## src/rtl/memory_interface_pkg.sv

```systemverilog
// Shared CPU definitions: memory-interface FSM encodings and the default ack timeout.
package memory_interface_pkg;

    localparam int unsigned DefTimeout = 15;

    typedef enum logic [1:0] {
        StIdle   = 2'd0,
        StRdWait = 2'd1,
        StWrWait = 2'd2,
        StDone   = 2'd3
    } mem_state_e;

endpackage

```

## src/rtl/memory_interface_wait_timer.sv

```systemverilog
// Saturating wait-cycle counter; flags the cycle in which the last permitted wait expires.
module wait_timer
    import memory_interface_pkg::*;
#(
    parameter int unsigned TIMEOUT = DefTimeout
) (
    input  logic clk_i,
    input  logic rst_ni,
    input  logic clear_i,
    input  logic tick_i,
    output logic expire_o
);

    localparam int unsigned CntW = $clog2(TIMEOUT + 1);
    localparam logic [CntW-1:0] MaxCnt = CntW'(TIMEOUT);

    logic [CntW-1:0] cnt_q, cnt_d;

    always_comb begin
        cnt_d = cnt_q;
        if (clear_i) begin
            cnt_d = '0;
        end else if (tick_i && (cnt_q != MaxCnt)) begin
            cnt_d = cnt_q + 1'b1;
        end
    end

    always_ff @(posedge clk_i or negedge rst_ni) begin
        if (!rst_ni) begin
            cnt_q <= '0;
        end else begin
            cnt_q <= cnt_d;
        end
    end

    // This tick brings the count to TIMEOUT.
    assign expire_o = tick_i && (cnt_q == MaxCnt - 1'b1);

endmodule

```

## src/rtl/memory_interface.sv

```systemverilog
// CPU memory interface: MAR/MDR registers plus a request/ack handshake FSM with timeout.
module memory_interface
    import memory_interface_pkg::*;
#(
    parameter int unsigned ADDR_W  = 9,
    parameter int unsigned TIMEOUT = DefTimeout
) (
    input  logic              Clock,
    input  logic              Reset,
    input  logic [31:0]       BusMuxOut,
    input  logic              MARin,
    input  logic              MDRin,
    input  logic              Read,
    input  logic              Write,
    output logic [31:0]       MDRdata,
    output logic [ADDR_W-1:0] mem_addr,
    output logic [31:0]       mem_wdata,
    output logic              mem_rd,
    output logic              mem_wr,
    input  logic [31:0]       mem_rdata,
    input  logic              mem_ack,
    output logic              Busy,
    output logic              Done,
    output logic              Err
);

    mem_state_e        state_q, state_d;
    logic [ADDR_W-1:0] mar_q, mar_d;
    logic [31:0]       mdr_q, mdr_d;
    logic              err_q, err_d;

    logic idle, waiting, rd_req, wr_req, conflict, expire;

    assign idle     = (state_q == StIdle);
    assign waiting  = (state_q == StRdWait) || (state_q == StWrWait);
    assign rd_req   = MDRin && Read;
    assign wr_req   = Write && !MDRin;
    // Read wins a read/write collision, but the collision is still reported.
    assign conflict = MDRin && Read && Write;

    wait_timer #(
        .TIMEOUT (TIMEOUT)
    ) u_wait_timer (
        .clk_i    (Clock),
        .rst_ni   (Reset),
        .clear_i  (idle && (rd_req || wr_req)),
        .tick_i   (waiting && !mem_ack),
        .expire_o (expire)
    );

    always_ff @(posedge Clock or negedge Reset) begin
        if (!Reset) begin
            state_q <= StIdle;
        end else begin
            state_q <= state_d;
        end
    end

    always_comb begin
        state_d = state_q;
        unique case (state_q)
            StIdle: begin
                if (rd_req) begin
                    state_d = StRdWait;
                end else if (wr_req) begin
                    state_d = StWrWait;
                end
            end
            StRdWait, StWrWait: begin
                if (mem_ack) begin
                    state_d = StDone;
                end else if (expire) begin
                    state_d = StIdle;
                end
            end
            StDone:  state_d = StIdle;
            default: state_d = StIdle;
        endcase
    end

    always_comb begin
        Busy   = (state_q != StIdle);
        mem_rd = (state_q == StRdWait);
        mem_wr = (state_q == StWrWait);
        Done   = (state_q == StDone);
    end

    // MAR/MDR only move in IDLE (bus loads) or on a read ack, so they stay stable per transaction.
    always_comb begin
        mar_d = mar_q;
        mdr_d = mdr_q;
        err_d = 1'b0;
        if (idle) begin
            if (MARin) begin
                mar_d = BusMuxOut[ADDR_W-1:0];
            end
            if (MDRin && !Read) begin
                mdr_d = BusMuxOut;
            end
            err_d = conflict;
        end else if (state_q == StRdWait && mem_ack) begin
            mdr_d = mem_rdata;
        end else if (expire) begin
            err_d = 1'b1;
        end
    end

    always_ff @(posedge Clock or negedge Reset) begin
        if (!Reset) begin
            mar_q <= '0;
            mdr_q <= '0;
            err_q <= 1'b0;
        end else begin
            mar_q <= mar_d;
            mdr_q <= mdr_d;
            err_q <= err_d;
        end
    end

    assign MDRdata   = mdr_q;
    assign mem_addr  = mar_q;
    assign mem_wdata = mdr_q;
    assign Err       = err_q;

endmodule

```

## config.mk

```make
export PLATFORM = sky130hd
export DESIGN_NAME = memory_interface
export DESIGN_NICKNAME = d
export VERILOG_FILES = /design/src/rtl/memory_interface_pkg.sv /design/src/rtl/memory_interface_wait_timer.sv /design/src/rtl/memory_interface.sv
export SDC_FILE = /design/constraint.sdc
export NUM_CORES = 1
export LEC_CHECK = 0
export CAP_MARGIN = 0
export CORE_MARGIN = 1
export CORE_UTILIZATION = 43
export DETAILED_ROUTE_END_ITERATION = 16
export MAX_ROUTING_LAYER = met4
export PLACE_DENSITY = 0.86
export REMOVE_ABC_BUFFERS = 1
export SKIP_CTS_REPAIR_TIMING = 1
export SLEW_MARGIN = 30
export SYNTH_ARGS = -nofsm -noshare
export SYNTH_HDL_FRONTEND = slang
export SYNTH_HIERARCHICAL = 1
export SYNTH_SLANG_ARGS = --single-unit
```

## constraint.sdc

```tcl
create_clock -name Clock -period 3.9 [get_ports Clock]
set_clock_uncertainty 0.2 [all_clocks]
set_input_delay 0.78 -clock Clock [delete_from_list [all_inputs] [get_ports Clock]]
set_output_delay 0.78 -clock Clock [all_outputs]
set_load 0.01 [all_outputs]
```

==> impl_metrics.toml, run 1 <==
[run_status]
status = "complete, but fails checks"
violations = "DRC"

[critical_path]
worstSetupPathType = "flop to output pin"
slowest_stage = "ha_2"
cp_top_family = "buffers and inverters"
crit_required_ns = 2.92
crit_buf_inv = 3
cpPeakStageDelay_ns = 0.60
crit_chain = "inv_1 -> ha_2 -> inv_1 -> clkdlybuf4s50_1"
startpoint = "state_q[0]"
cp-start-kind = "flop"
cp_data_arrival_time_ns = 2.06
r2r-start = "state_q[0]"
critical_path_depth = 4
cp_max_fo = 18
r2r_end = "MDRdata[12]"
path_common_cell = "inv_1"
cp-endpoint = "Busy"
r2r_slack_ns = 1.30
crit_path_end_kind = "output pin"
worstRegToRegCells = 5

[cts]
root_buffer = "clkbuf_8"
path_clk_slew_ns = 0.08
cts_sinks = 48
cts_tree = "yes"
clock_latency_ns = 0.29
cts_htree_levels = 2
clock_path_buffers = 2
cts_buffers = 5

[synth]
synth_xor_area_share_pct = 0
synth_area_per_cell_sq_um = 14.2
synth_edf_count = 0
async_flop_share_pct = 100
synthCells = 205
synth_ff_type = "dfrtp_1"
ys_types = 30
synth_compound_area_share_pct = 2.33
synth.cell_area_sq_um = 2910
yosysSeqAreaShare_pct = 41.3
ys_ff_latch = 48
synth-simple-area-share_pct = 3.88
synthMuxAreaShare_pct = 36.8
synth_top_family_by_area = "multiplexers"
yosysWarnings = 6
synth-adder-area-share_pct = 3.01

[route]
first_pass_iters = 10
drc = 31
wl_per_cell_microns = 15.9
routed_wl_microns = 6360
antenna_left = 0
drtIter0Drc = 58
via_per_inst = 4.95
num_vias = 1983

[final_layout]
diodes = 0
multi_input_area_sq_um = 1350
drive_gt1_share_pct = 27.8
nNetsFinal = 401
regArea_sq_um = 1200
final_common_cell = "clkdlybuf4s50_1"
fillers = 480
mostFrequentLayoutCells = "clkdlybuf4s50_1 (147), mux2_4 (52), dfrtp_1 (48)"
fin_util_pct = 66.5
syn2layout_area_growth_pct = 46.9

[place]
numPortBuffers = 148
hpwl_microns = 4960
gp_congestion = 0.798
place_ws_ns = 0.973

[floorplanning]
num_rows = 29
coreArea_sq_um = 6420
die_x_microns = 84.2
start_util_pct = 45.2
die-area_sq_um = 7090
chipHeight_microns = 84.2
boundaryPins = 149

[job]
cap_violations = 0

[grt]
antenna_found_initial = 0
track_usage_pct = 19.1
grt_pass1_vias = 2032
grt_max_degree = 49
grt_pass1_wl_microns = 10300
gr-total-overflow = 0

[power_and_ir_drop]
p_switching_uw = 1100
clock_power_share_pct = 8.8
pwr-share-seq_pct = 28.2
p_sw_share_pct = 33.0
leakagePower_uw = 0.00186
p_per_area_nw_per_um2 = 780
combPwrFrac_pct = 63.1
vdd_ir_drop_max_v = 0.000349
internal_power_uw = 2230

[min_path]
min_path_type = "primary input to asynchronous set/reset pin"

[sta]
finalCriticalPeriod_ns = 3.04
final.setup.tns_ns = 0
max_freq_mhz = 329
worst_pin_slew_ns = 0.678
setup_ws_ns = 0.859
slew-limit-headroom_pct = 54.6
finalCritPeriodShare_pct = 78.0
slew_violations = 0
setup_viol = 0
rsz0062_at_grt = "false"
hold_viol_final = 0
-- metrics by stage --
| step | total power [uW] | cell area (sq um) | cells | hold slack (ns) |
|---|---|---|---|---|
| 4_1_cts | 3370 | 4270 | 401 | 0.308 |
| 5_1_grt | 3530 | 4270 | 401 | 0.329 |
| 3_3_place_gp | 3010 | 4180 | 393 | 0.287 |
| 6_report | 3330 | 4270 | 401 | 0.287 |
| 2_1_floorplan | 2010 | 2560 | 166 | 0.284 |
| 3_5_place_dp | 3060 | 4180 | 393 | 0.293 |
-- Yosys cell counts, types with 2 or more instances --
cell / n / area (sq um)
a21oi_1: 2 / 10.0
buf_12: 2 / 40.0
buf_4: 32 / 240
buf_6: 4 / 45.0
dfrtp_1: 48 / 1200
ha_1: 7 / 87.6
inv_1: 6 / 22.5
mux2_1: 2 / 22.5
mux2_2: 21 / 236
mux2_4: 52 / 781
mux2i_1: 3 / 30.0
nand2_1: 4 / 15.0
nor2_1: 4 / 15.0
nor2b_1: 2 / 12.5
-- routing by layer --
layer,up-vias,track usage (%),share of wire [%]
li1,916,-,-
met3,9,4.62,8.0
met2,90,32.5,51
met5,-,-,0
met1,968,22.2,39
met4,0,5.96,1.6
-- kinds of logic after synthesis --
family	after synthesis
DFF	48
buffers and inverters	46
AOI/OAI and AO/OA	8
and+or+nand+nor	18
muxes	78
adders and majority gates	7
-- layout make-up --
class	instances	share of cell area, %
timing repair buffer	150	35.3
multi-input combinational	111	31.6
sequential	48	28.1
tap	77	2.26
clock buffer	8	2.11
inverter	7	0.616
-- how the worst min path moves through the flow --
| stage | end | slack [ns] | cells after the start |
|---|---|---|---|
| after CTS | MDRdata[30] | 0.31 | 1 |
| final | MDRdata[11] | 0.29 | 1 |
| after global routing | MDRdata[11] | 0.33 | 1 |
| after global placement | mem_addr[4] | 0.29 | 1 |
| after floorplan | Err | 0.28 | 0 |
| after detailed placement | mem_addr[5] | 0.29 | 1 |
-- state kept, by name, indices dropped and copies added (netlist names) --
signal              flops
state_q                 2
mem_addr                9
Err                     1
MDRdata                32
u_wait_timer/cnt_q      4
-- power groups by stage --
stage / Clock [uW] / Combinational [uW] / Sequential (uW)
global route: 331 / 2220 / 973
floorplan: 0 / 902 / 1110
detailed placement: 0 / 2110 / 946
global placement: 0 / 2070 / 933
CTS: 306 / 2120 / 942
finish: 292 / 2100 / 938
Power figures use the tool's default switching activity.
==> run 2, diff against run 1 <==
--- a/config.mk
+++ b/config.mk
@@ -7,10 +7,10 @@
 export LEC_CHECK = 0
 export CAP_MARGIN = 0
 export CORE_MARGIN = 1
-export CORE_UTILIZATION = 43
+export CORE_UTILIZATION = 40
 export DETAILED_ROUTE_END_ITERATION = 16
 export MAX_ROUTING_LAYER = met4
-export PLACE_DENSITY = 0.86
+export PLACE_DENSITY = 0.81
 export REMOVE_ABC_BUFFERS = 1
 export SKIP_CTS_REPAIR_TIMING = 1
 export SLEW_MARGIN = 30
==> constraint.sdc (replaced) <==
create_clock -name Clock -period 3 [get_ports Clock]
set_clock_uncertainty 0.2 [all_clocks]
set_input_delay 0.6 -clock Clock [delete_from_list [all_inputs] [get_ports Clock]]
set_output_delay 0.6 -clock Clock [all_outputs]
set_load 0.01 [all_outputs]
==> run 2 against run 1 <==
  * The run now ends clean
  * Critical path type unchanged
  * Register-to-register slack lost 0.65 ns
  * Power grew 31%
  * Combinational power is 30% higher
  * Global-route usage down 1.0 points
  * Clock power is 39% higher
  * Sequential share of layout area fell by 0.28 points
  * Worst hold slack got worse by 0.21 ns
  * Cell area grew 1.0%
  * Utilization is 4.0 points lower
==> impl_metrics.toml, run 2 (synthesis gave the netlist of run 1 again) <==
[run_status]
status = "finished clean"

[final_layout]
regArea_sq_um = 1200
largest_reg_flops = 32
final_common_cell = "clkdlybuf4s50_1"
drive_gt1_share_pct = 29.0
design_area_sq_um = 4310
fillers = 579
final_cells = 424
multi_input_area_sq_um = 1350
syn2layout_area_growth_pct = 48.4
nNetsFinal = 405
diodes = 0
mostFrequentLayoutCells = "clkdlybuf4s50_1 (147), mux2_4 (52), dfrtp_1 (48)"

[sta]
setup_ws_ns = 0.286
slew-limit-headroom_pct = 62.9
max_freq_mhz = 368
hold_viol_final = 0
finalCritPeriodShare_pct = 90.5
worst_pin_slew_ns = 0.557
slew_violations = 0
rsz0062_at_grt = "false"
finalCriticalPeriod_ns = 2.71
setup_viol = 0

[critical_path]
cp_top_family = "buffers and inverters"
cpPeakStageDelay_ns = 0.51
cp_max_fo = 12
slowest_stage = "clkdlybuf4s50_1"
crit_chain = "inv_1 -> ha_2 -> inv_1 -> clkdlybuf4s50_1"
crit_path_end_kind = "output pin"
path_common_cell = "inv_1"
crit_buf_inv = 3
crit_required_ns = 2.20
worstSetupPathType = "flop to output pin"
cp-start-kind = "flop"
cp_data_arrival_time_ns = 1.91

[grt]
grt_max_degree = 27
antenna_found_initial = 0
gr-total-overflow = 0
grt_pass1_vias = 1988
grt_pass1_wl_microns = 10100
track_usage_pct = 18.0

[place]
place_area_sq_um = 4220
place_ws_ns = 0.560
place_inst = 416
gp_congestion = 0.812
numPortBuffers = 148
hpwl_microns = 5150

[floorplanning]
die-area_sq_um = 7610
start_util_pct = 42.1
boundaryPins = 149
chipHeight_microns = 87.2
coreArea_sq_um = 6910
num_rows = 30
die_x_microns = 87.2

[cts]
root_buffer = "clkbuf_8"
cts_tree = "yes"
path_clk_slew_ns = 0.10
cts_buffers = 5
clock_latency_ns = 0.30
cts_htree_levels = 2
clock_path_buffers = 2
cts_sinks = 48

[route]
first_pass_iters = 3
drtIter0Drc = 23
drc = 0
wl_per_cell_microns = 15.7
via_per_inst = 4.71
num_vias = 1999
routed_wl_microns = 6670
antenna_left = 0

[power_and_ir_drop]
finalPower_uw = 4360
p_per_area_nw_per_um2 = 1010
vdd_ir_drop_max_v = 0.000387
leakagePower_uw = 0.00187

[job]
cap_violations = 0

[min_path]
min_path_type = "primary input to asynchronous set/reset pin"
run 2: cell type report:
cell class | count | share of cell area [%]
well taps | 96 | 2.79
flip-flops and latches | 48 | 27.9
inverters | 7 | 0.610
multi-input cells | 111 | 31.3
clock inverters | 1 | 0.174
repair buffers | 154 | 35.3
clock buffers | 7 | 2.00
run 2: per-stage QoR:
step | TNS (ns) | util, % | hold slack, ns
final | 0 | 62.4 | 0.0798
after floorplan | -18.09 | - | 0.104
after global routing | 0 | 62.4 | 0.0844
after detailed placement | 0 | 61.1 | 0.294
after CTS | 0 | 62.4 | 0.0894
after global placement | 0 | 61.1 | 0.286
run 2: worst paths after layout:
kind                        startpoint                    end  slack [ns]  cells after the start
setup / recovery            state_q[0]                   Busy        0.29                      4
hold / removal                   Reset            MDRdata[14]        0.08                      1
setup reg to reg            state_q[0]            MDRdata[11]        0.65                      5
hold reg to reg            mem_addr[6]            mem_addr[6]        0.31                      1
max in group asynchronous        Reset  u_wait_timer/cnt_q[2]        1.76                      2
min in group Clock         mem_addr[6]            mem_addr[6]        0.31                      1
run 2: where the power goes:
group	leakage [uW]	total, uW	internal (uW)	switching (uW)
Combinational	0.00125	2730	1760	974
Sequential	0.000576	1220	963	260
Clock	0.0000445	407	188	219
run 2: layer usage:
metal  vias up  track usage [%]  routed length [microns]
met5         -                -                        0
met4         0             3.73                       78
met3         6             4.55                      480
met2        94             30.6                     3260
met1       979             21.8                     2850
li1        920                -                        -
==> run 3, diff against run 2 <==
--- a/config.mk
+++ b/config.mk
@@ -9,6 +9,7 @@
 export CORE_MARGIN = 1
 export CORE_UTILIZATION = 40
 export DETAILED_ROUTE_END_ITERATION = 16
+export GPL_TIMING_DRIVEN = 0
 export MAX_ROUTING_LAYER = met4
 export PLACE_DENSITY = 0.81
 export REMOVE_ABC_BUFFERS = 1
==> run 3 against run 2 <==
  * Clock power about the same
  * Largest power group unchanged
  * Register-to-register slack got worse by 0.04 ns
  * Maximum frequency increased by 4.2%
  * Sequential cell count unchanged
  * Critical endpoint unchanged
  * Non-clock buffer count decreased by 3
  * Sequential share of layout area decreased by 0.27 points
  * Setup slack improved by 0.11 ns
  * Final cell count decreased by 0.71%
  * Global-route usage increased by 0.52 points
  * Power increased by 1.3%
==> impl_metrics.toml, run 3 (synthesis gave the netlist of run 1 again) <==
[critical_path]
startpoint = "state_q[0]"
crit_path_end_kind = "output pin"
r2r_end = "MDRdata[14]"
cp_max_fo = 14
cp-endpoint = "Busy"
worstSetupPathType = "flop to output pin"
crit_required_ns = 2.20
r2r_slack_ns = 0.61
cp-start-kind = "flop"
worstRegToRegCells = 7
r2r-start = "state_q[0]"
cp_data_arrival_time_ns = 1.81

[route]
routed_wl_microns = 6750
drc = 0
drtIter0Drc = 24
num_vias = 1975
via_per_inst = 4.69
antenna_left = 0
first_pass_iters = 4
wl_per_cell_microns = 16.0

[sta]
max_freq_mhz = 384
finalCriticalPeriod_ns = 2.61
slew-limit-headroom_pct = 58.3
final.setup.tns_ns = 0
finalCritPeriodShare_pct = 86.8
worst_pin_slew_ns = 0.625
setup_viol = 0
rsz0062_at_grt = "false"
hold_viol_final = 0
fin_hold_ws_ns = 0.106
slew_violations = 0

[floorplanning]
die_x_microns = 87.2
die-area_sq_um = 7610
start_util_pct = 42.1
num_rows = 30
coreArea_sq_um = 6910
boundaryPins = 149
chipHeight_microns = 87.2

[final_layout]
fillers = 567
largest_reg_flops = 32
final_common_cell = "clkdlybuf4s50_1"
design_area_sq_um = 4350
syn2layout_area_growth_pct = 49.8
nNetsFinal = 402
mostFrequentLayoutCells = "clkdlybuf4s50_1 (147), mux2_4 (52), dfrtp_1 (48)"
diodes = 0
drive_gt1_share_pct = 28.3

[job]
cap_violations = 0

[cts]
cts_htree_levels = 2
clock_latency_ns = 0.29
cts_sinks = 48
root_buffer = "clkbuf_8"
path_clk_slew_ns = 0.10
cts_buffers = 5
clock_path_buffers = 2
cts_tree = "yes"

[grt]
track_usage_pct = 18.6
antenna_found_initial = 0
grt_pass1_wl_microns = 10500
grt_pass1_vias = 2025
gr-total-overflow = 0
grt_max_degree = 49

[place]
place_area_sq_um = 4260
hpwl_microns = 5130
gp_congestion = 0.673
numPortBuffers = 148

[run_status]
status = "finished clean"

[power_and_ir_drop]
p_per_area_nw_per_um2 = 1020
leakagePower_uw = 0.00188
vdd_ir_drop_max_v = 0.000418
finalPower_uw = 4420

[min_path]
min_path_type = "primary input to asynchronous set/reset pin"
run 3: worst min-delay path by stage:
stage	from	to
2_1_floorplan	Reset	Err
3_3_place_gp	mem_addr[2]	mem_addr[2]
3_5_place_dp	mem_addr[0]	mem_addr[0]
4_1_cts	Reset	MDRdata[30]
5_1_grt	Reset	MDRdata[30]
6_report	Reset	MDRdata[30]
run 3: power by group:
group	switching (uW)	internal, uW	total, uW
clock network	216	188	404
logic	995	1810	2800
registers	250	963	1210
run 3: worst max-delay path, stage by stage (launching register included):
cell	delay, ns
dfrtp_1	0.40
inv_1	0.16
ha_4	0.34
inv_1	0.11
clkdlybuf4s50_1	0.50
run 3: routing by layer:
layer  wire, microns  track usage, %
met1            2770            22.4
met2            3500            32.3
met3             473            4.17
met4              15            3.28
met5               0               -
run 3: per-stage QoR:
step / setup slack (ns) / utilization [%] / cells
after global placement: -1.71 / 60.3 / 410
final: 0.395 / 63.0 / 421
after CTS: 0.358 / 63.0 / 421
after floorplan: -0.584 / - / 166
after global routing: 0.228 / 63.0 / 421
after detailed placement: 0.458 / 61.7 / 413
run 3: cell type report:
class | count | area (sq um) | area share (%)
clock inverters | 1 | 7.51 | 0.172
repair buffers | 151 | 1550 | 35.7
well taps | 96 | 120 | 2.76
inverters | 7 | 26.3 | 0.604
multi-input cells | 111 | 1360 | 31.2
flip-flops and latches | 48 | 1200 | 27.6
clock buffers | 7 | 86.3 | 1.98
